===== config.mk =====
export PLATFORM = sky130hd
export DESIGN_NAME = uart_tx_periph
export DESIGN_NICKNAME = d
export VERILOG_FILES = /design/src/rtl/uart_tx_periph.sv
export SDC_FILE = /design/constraint.sdc
export NUM_CORES = 1
export LEC_CHECK = 0
export ABC_AREA = 0
export CAP_MARGIN = 20
export CORE_MARGIN = 10
export CORE_UTILIZATION = 35
export DETAILED_ROUTE_END_ITERATION = 10
export PLACE_DENSITY_LB_ADDON = 0.05
export SLEW_MARGIN = 10
export SYNTH_ARGS = -nofsm -noshare
export SYNTH_HDL_FRONTEND = slang
export SYNTH_SLANG_ARGS = --single-unit

===== constraint.sdc =====
create_clock -name clk -period 2.77 [get_ports clk]
set_input_delay 0.277 -clock clk [delete_from_list [all_inputs] [get_ports clk]]
set_output_delay 0.277 -clock clk [all_outputs]
set_load 0.01 [all_outputs]

===== src/rtl/uart_tx_periph.sv =====
// uart_tx_periph: memory-mapped UART transmitter for the RV32I data bus.
// Stores to TXDATA fill an 8-deep FIFO; an FSM drains it onto tx as 8N1 frames, LSB first.
// Optional feature macro: UART_TX_PARITY_EN adds an even-parity bit (8E1) and sets STATUS[4].
//
// Register map (dataAddr[3:2]):
//   0x0 TXDATA   write pushes dataWData[7:0]; reads 0
//   0x4 STATUS   [0] full [1] empty [2] busy [3] overflow (W1C) [4] parity present [15:8] count
//   0x8 BAUDDIV  bit period = BAUDDIV+1 clk; latched at frame start
//   0xC          reads 0, writes ignored

module uart_tx_periph #(
    parameter int unsigned FIFO_DEPTH  = 8,
    parameter int unsigned DEFAULT_DIV = 867,
    parameter int unsigned DIV_W       = 16
) (
    input  logic        clk,
    input  logic        reset,
    input  logic        sel,
    input  logic        dataWe,
    input  logic [3:0]  dataAddr,
    input  logic [31:0] dataWData,
    output logic [31:0] dataRData,
    output logic        tx
);

    localparam int unsigned PtrW = $clog2(FIFO_DEPTH);
    localparam int unsigned CntW = PtrW + 1;

    localparam logic [1:0] AddrTxData  = 2'd0;
    localparam logic [1:0] AddrStatus  = 2'd1;
    localparam logic [1:0] AddrBaudDiv = 2'd2;

`ifdef UART_TX_PARITY_EN
    localparam logic ParPresent = 1'b1;
`else
    localparam logic ParPresent = 1'b0;
`endif

    typedef enum logic [2:0] {
        StIdle,
        StStart,
        StData,
        StStop
`ifdef UART_TX_PARITY_EN
        , StParity
`endif
    } state_e;

    // FIFO storage and bookkeeping
    logic [7:0]      mem_q [FIFO_DEPTH];
    logic [7:0]      mem_d [FIFO_DEPTH];
    logic [PtrW-1:0] wptr_q, wptr_d;
    logic [PtrW-1:0] rptr_q, rptr_d;
    logic [CntW-1:0] fifo_cnt_q, fifo_cnt_d;

    // Control registers
    logic             ovf_q, ovf_d;
    logic [DIV_W-1:0] div_q, div_d;

    // Transmitter
    state_e           state_q, state_d;
    logic [7:0]       byte_q, byte_d;
    logic [2:0]       bit_q, bit_d;
    logic [DIV_W-1:0] baud_q, baud_d;
    logic [DIV_W-1:0] divl_q, divl_d;
    logic             tx_q, tx_d;

    logic       wr_hit;
    logic [1:0] reg_sel;
    logic       push_req;
    logic       push;
    logic       pop;
    logic       full;
    logic       empty;
    logic       busy;
    logic       tick;

    // Address bits [1:0] and most of the store data have no function here.
    logic unused_bits;
    assign unused_bits = ^{dataAddr[1:0], dataWData};

    assign wr_hit   = sel & dataWe;
    assign reg_sel  = dataAddr[3:2];
    assign push_req = wr_hit && (reg_sel == AddrTxData);
    assign full     = (fifo_cnt_q == CntW'(FIFO_DEPTH));
    assign empty    = (fifo_cnt_q == '0);
    assign busy     = (state_q != StIdle);
    assign pop      = (state_q == StIdle) && !empty;
    // A push into a full FIFO is still accepted when the head leaves in the same cycle.
    assign push     = push_req && (!full || pop);
    assign tick     = (baud_q == divl_q);
    assign tx       = tx_q;

    // FIFO next state: write at wptr, read at rptr, separate occupancy counter
    always_comb begin
        mem_d      = mem_q;
        wptr_d     = wptr_q;
        rptr_d     = rptr_q;
        fifo_cnt_d = fifo_cnt_q;
        if (push) begin
            mem_d[wptr_q] = dataWData[7:0];
            wptr_d        = wptr_q + PtrW'(1);
        end
        if (pop) begin
            rptr_d = rptr_q + PtrW'(1);
        end
        case ({push, pop})
            2'b10:   fifo_cnt_d = fifo_cnt_q + CntW'(1);
            2'b01:   fifo_cnt_d = fifo_cnt_q - CntW'(1);
            default: fifo_cnt_d = fifo_cnt_q;
        endcase
    end

    // Control register next state: sticky overflow with write-1-to-clear, baud divisor
    always_comb begin
        ovf_d = ovf_q;
        div_d = div_q;
        if (push_req && !push) begin
            ovf_d = 1'b1;
        end else if (wr_hit && (reg_sel == AddrStatus) && dataWData[3]) begin
            ovf_d = 1'b0;
        end
        if (wr_hit && (reg_sel == AddrBaudDiv)) begin
            div_d = dataWData[DIV_W-1:0];
        end
    end

    // Transmit FSM next state; tx_d is registered so the line is glitch-free
    always_comb begin
        state_d = state_q;
        byte_d  = byte_q;
        bit_d   = bit_q;
        baud_d  = baud_q;
        divl_d  = divl_q;
        tx_d    = 1'b1;
        if (state_q != StIdle) begin
            baud_d = tick ? '0 : baud_q + DIV_W'(1);
        end
        case (state_q)
            StIdle: begin
                tx_d = 1'b1;
                if (!empty) begin
                    byte_d  = mem_q[rptr_q];
                    divl_d  = div_q;
                    baud_d  = '0;
                    state_d = StStart;
                end
            end
            StStart: begin
                tx_d = 1'b0;
                if (tick) begin
                    bit_d   = 3'd0;
                    state_d = StData;
                end
            end
            StData: begin
                tx_d = byte_q[bit_q];
                if (tick) begin
                    if (bit_q == 3'd7) begin
`ifdef UART_TX_PARITY_EN
                        state_d = StParity;
`else
                        state_d = StStop;
`endif
                    end else begin
                        bit_d = bit_q + 3'd1;
                    end
                end
            end
`ifdef UART_TX_PARITY_EN
            StParity: begin
                tx_d = ^byte_q;
                if (tick) begin
                    state_d = StStop;
                end
            end
`endif
            StStop: begin
                tx_d = 1'b1;
                if (tick) begin
                    state_d = StIdle;
                end
            end
            default: begin
                tx_d    = 1'b1;
                state_d = StIdle;
            end
        endcase
    end

    // Load data mux, combinational for the single-cycle load path
    always_comb begin
        dataRData = '0;
        if (sel) begin
            case (reg_sel)
                AddrTxData:  dataRData = '0;
                AddrStatus:  dataRData = {16'b0, 8'(fifo_cnt_q), 3'b0, ParPresent, ovf_q, busy,
                                          empty, full};
                AddrBaudDiv: dataRData = 32'(div_q);
                default:     dataRData = '0;
            endcase
        end
    end

    // FIFO payload storage; contents are don't-care while the FIFO is empty
    always_ff @(posedge clk) begin
        mem_q <= mem_d;
    end

    // Control and transmitter state with synchronous reset
    always_ff @(posedge clk) begin
        if (reset) begin
            wptr_q     <= '0;
            rptr_q     <= '0;
            fifo_cnt_q <= '0;
            ovf_q      <= 1'b0;
            div_q      <= DIV_W'(DEFAULT_DIV);
            state_q    <= StIdle;
            byte_q     <= '0;
            bit_q      <= '0;
            baud_q     <= '0;
            divl_q     <= '0;
            tx_q       <= 1'b1;
        end else begin
            wptr_q     <= wptr_d;
            rptr_q     <= rptr_d;
            fifo_cnt_q <= fifo_cnt_d;
            ovf_q      <= ovf_d;
            div_q      <= div_d;
            state_q    <= state_d;
            byte_q     <= byte_d;
            bit_q      <= bit_d;
            baud_q     <= baud_d;
            divl_q     <= divl_d;
            tx_q       <= tx_d;
        end
    end

endmodule


==> key figures <==
Clocking
  • Clock sinks: 137
  • TritonCTS clock tree: built
  • Clk_lat worst skew: 420 ps
  • Clock transition at path regs: ~60 ps
  • Max clock buf depth: 2
  • Post-CTS setup buffers: 0
  • H-tree depth: 4
  • Post-CTS Resized: 0
  • Inserted Clock Buffers: 17
  • Root Buffer Master: clkbuf_16
  • Hold_buf cts: 0

Place
  • DP Cell Count: 783
  • Placed cell areas: 6680 um2
  • HPWL Detailed: 9590 um
  • Worst slack at placement: 64.1 ps
  • GP Congestion: 0.770
  • Port bufs: 38

Drt
  • Router iterations before antenna repair: 5
  • Metal-1 WL: between 6000 and 7000 um
  • WL met2: 6400 um
  • Top layer in use: met4
  • Residual DRC: 0
  • Drt initial violations: 243
  • Via count: 3922
  • Routed WL: 13900 um
  • WL/cell: between 15 and 20 um
  • Final ANT Viol Nets: 0
  • WL met3: 661 um
  • DR vias/cell: 4.81

Finish
  • Final Non-Filler Cells: slightly above 800
  • Multi-input logic area: between 2000 and 2500 um2
  • Final Instance Area: 7280 um2
  • Core Util, Final: between 40 and 50%
  • Layout cell share with drive strength beyond 1: 14.5%
  • Synth-to-Final Area Change: 20.4%
  • Nets: 637
  • Ant. Diodes: 0
  • Filler instances: 1580
  • Register area: ~3400 um2

Synth
  • Mapped Area: 6040 um2
  • Post-synth top cells: nand2_1, dfxtp_1, edfxtp_1
  • Post-synthesis sequential area ratio: a little under three fifths
  • EDFF count, synth: 64
  • Syn. warnings: 0
  • Yosys top cell by area: edfxtp_1
  • Async SR Flop Fraction: 0%
  • Avg Inst Size Synth: 11.4 um2
  • Syn Inst Count: between 500 and 600
  • Top cells by area, synth: edfxtp_1, dfxtp_1, mux4_2, nand2_1, xor2_1
  • Area share of the largest cell type after synthesis: a little under a third
  • Most used flip-flop cell after synthesis: dfxtp_1
  • Seq cells post-synth: 137
  • Yosys cell types: 47
  • Top-count cell post-synth: nand2_1

Setup path
  • Reg2reg start: state_q[0]$_SDFFE_PP0P_
  • R2r worst-path depth: 12
  • CP delay by family, top: adder cells
  • CP max FO: 3
  • Number of cells on the critical path: 12
  • CP cell instances: inv_1, ha_1, inv_1, a31oi_1, inv_1, ha_1, xor2_1, ha_1, a21oi_1, xor2_1, or3_1, a21oi_1
  • Setup crit start kind: flop
  • Setup CP Type: reg2reg
  • Worst Setup End Kind: flop
  • R2r endpoint: fifo_cnt_q[2]$_SDFFE_PP0P_
  • CP startpoint: state_q[0]$_SDFFE_PP0P_
  • Max stage delay on crit path: 330 ps
  • Worst Path Arrival: between 2000 and 3000 ps
  • CP bufs+invs: 3
  • Reg2reg setup slack: 300 ps
  • Crit-path slowest cell: dfxtp_1
  • Crit path to: fifo_cnt_q[2]$_SDFFE_PP0P_
  • WP data required: 3130 ps

Timing
  • Slew @ Worst Pin: 644 ps
  • Fmax: 0.404 GHz
  • Slew Limit Fails: 0
  • Setup violations, final: 0
  • Min Hold Slack: 144 ps
  • Slew HR: between 50% and 60%
  • Final WS setup: 297 ps
  • Final Cycle Share: 89.3%
  • Setup TNS: 0 ps
  • Unrepaired setup endpoints after global routing: false
  • Worst Skew: roughly 7.7 ps
  • Fin crit period: approximately 2500 ps
  • Final Hold Vio Count: 0

Power and ir drop
  • Clock share of power: 34.4%
  • Cell internal pwr: 4.41 mW
  • Switch Pwr: 2.24 mW
  • Max VDD drop: 0.505 mV
  • Seq pwr share: 36.5%
  • Leakage: 2.67 nW
  • Power Density: 914 nW/um2
  • Switch share: 33.6%
  • Combinational power share: 29.0%
  • Total power: 6.65 mW

Floorplanning
  • Ports: between 70 and 80
  • Die W: 151 um
  • Area of the die: 22900 um2
  • Die height: 151 um
  • Total core area: ~17000 um2
  • # rows: 47
  • Initial Util: between 30 and 40%

Global routing
  • Tot GR Track Use: 12.6%
  • Total grt overflow: 0
  • Largest net degree at the start of global routing: 54
  • First-pass GRT wire length: 21900 um
  • Antenna violations before repair: 0
  • Number of global-route vias before repair: 3924

Run status
  • Status: complete, no violations

Hold path
  • HP Class: in2reg

Run
  • Number of max-cap violations: 0
## placed cells by master (no fill, tap or decap), types with 7 or more instances in the layout
cell | Yosys | layout
a211oi_1 | 9 | 9
a21oi_1 | 39 | 39
a22oi_1 | 7 | 7
and3_1 | 16 | 16
buf_4 | 18 | 24
clkbuf_16 | 0 | 17
clkdlybuf4s50_1 | 0 | 37
conb_1 | 1 | 16
dfxtp_1 | 73 | 73
edfxtp_1 | 64 | 64
ha_1 | 15 | 15
inv_1 | 7 | 7
mux2i_1 | 10 | 10
mux4_2 | 18 | 18
nand2_1 | 78 | 78
nand3_1 | 8 | 8
nand3b_1 | 7 | 7
nor2_1 | 47 | 47
xnor2_1 | 13 | 13
xor2_1 | 24 | 24
## how the worst min path moves through the flow
| stage | from | to | slack, ps | depth (start not counted) |
|---|---|---|---|---|
| CTS | reset | bit_q[1]$_SDFFE_PP0P_ | 110 | 2 |
| finish | reset | bit_q[1]$_SDFFE_PP0P_ | 140 | 2 |
| global placement | divl_q[11]$_SDFFE_PP0P_ | divl_q[11]$_SDFFE_PP0P_ | 460 | 2 |
| floorplan | dataWData[0] | mem_q[0]$_DFFE_PP_ | 380 | 0 |
| detailed placement | divl_q[11]$_SDFFE_PP0P_ | divl_q[11]$_SDFFE_PP0P_ | 460 | 2 |
| global route | reset | bit_q[0]$_SDFFE_PP0P_ | 140 | 2 |
## cell families after synthesis
kind of cell,count (synthesis),share of synthesized area (%)
buffers and inverters,50,4.58
multiplexers,28,8.37
AO/OA/AOI/OAI,69,6.81
other,1,0.0621
AND/OR/NAND/NOR,190,15.4
XOR/XNOR,38,5.63
adder cells (fa/ha/maj),15,3.11
flip-flops,137,56.0
## power groups by stage
stage / registers (mW) / logic, mW / clock network (mW)
detailed placement: 2.47 / 1.96 / 0
finish: 2.43 / 1.93 / 2.29
CTS: 2.43 / 1.97 / 2.35
global route: 2.45 / 2.18 / 2.44
floorplan: 2.42 / 1.45 / 0
global placement: 2.47 / 1.94 / 0
## sequential cells by signal, indices dropped and copies added, names as in the netlist, 4 cells and up
register and count:
fifo_cnt_q 4, baud_q 16, div_q 16, byte_q 8, divl_q 16, mem_q 64
## routing by layer
layer / vias up / GRT usage [%]
met5: - / 0
met4: 0 / 5.10
met3: 13 / 3.46
met2: 68 / 19.0
met1: 1886 / 16.8
li1: 1955 / -
## layout make-up
type	instances	area share, %
tap	220	3.78
clock buffer	18	5.90
timing repair buffer	62	7.64
sequential	137	46.5
multi-input combinational	356	33.5
inverter	8	0.413
clock inverter	14	2.25
Note: power is estimated with default switching activity, not from simulation.
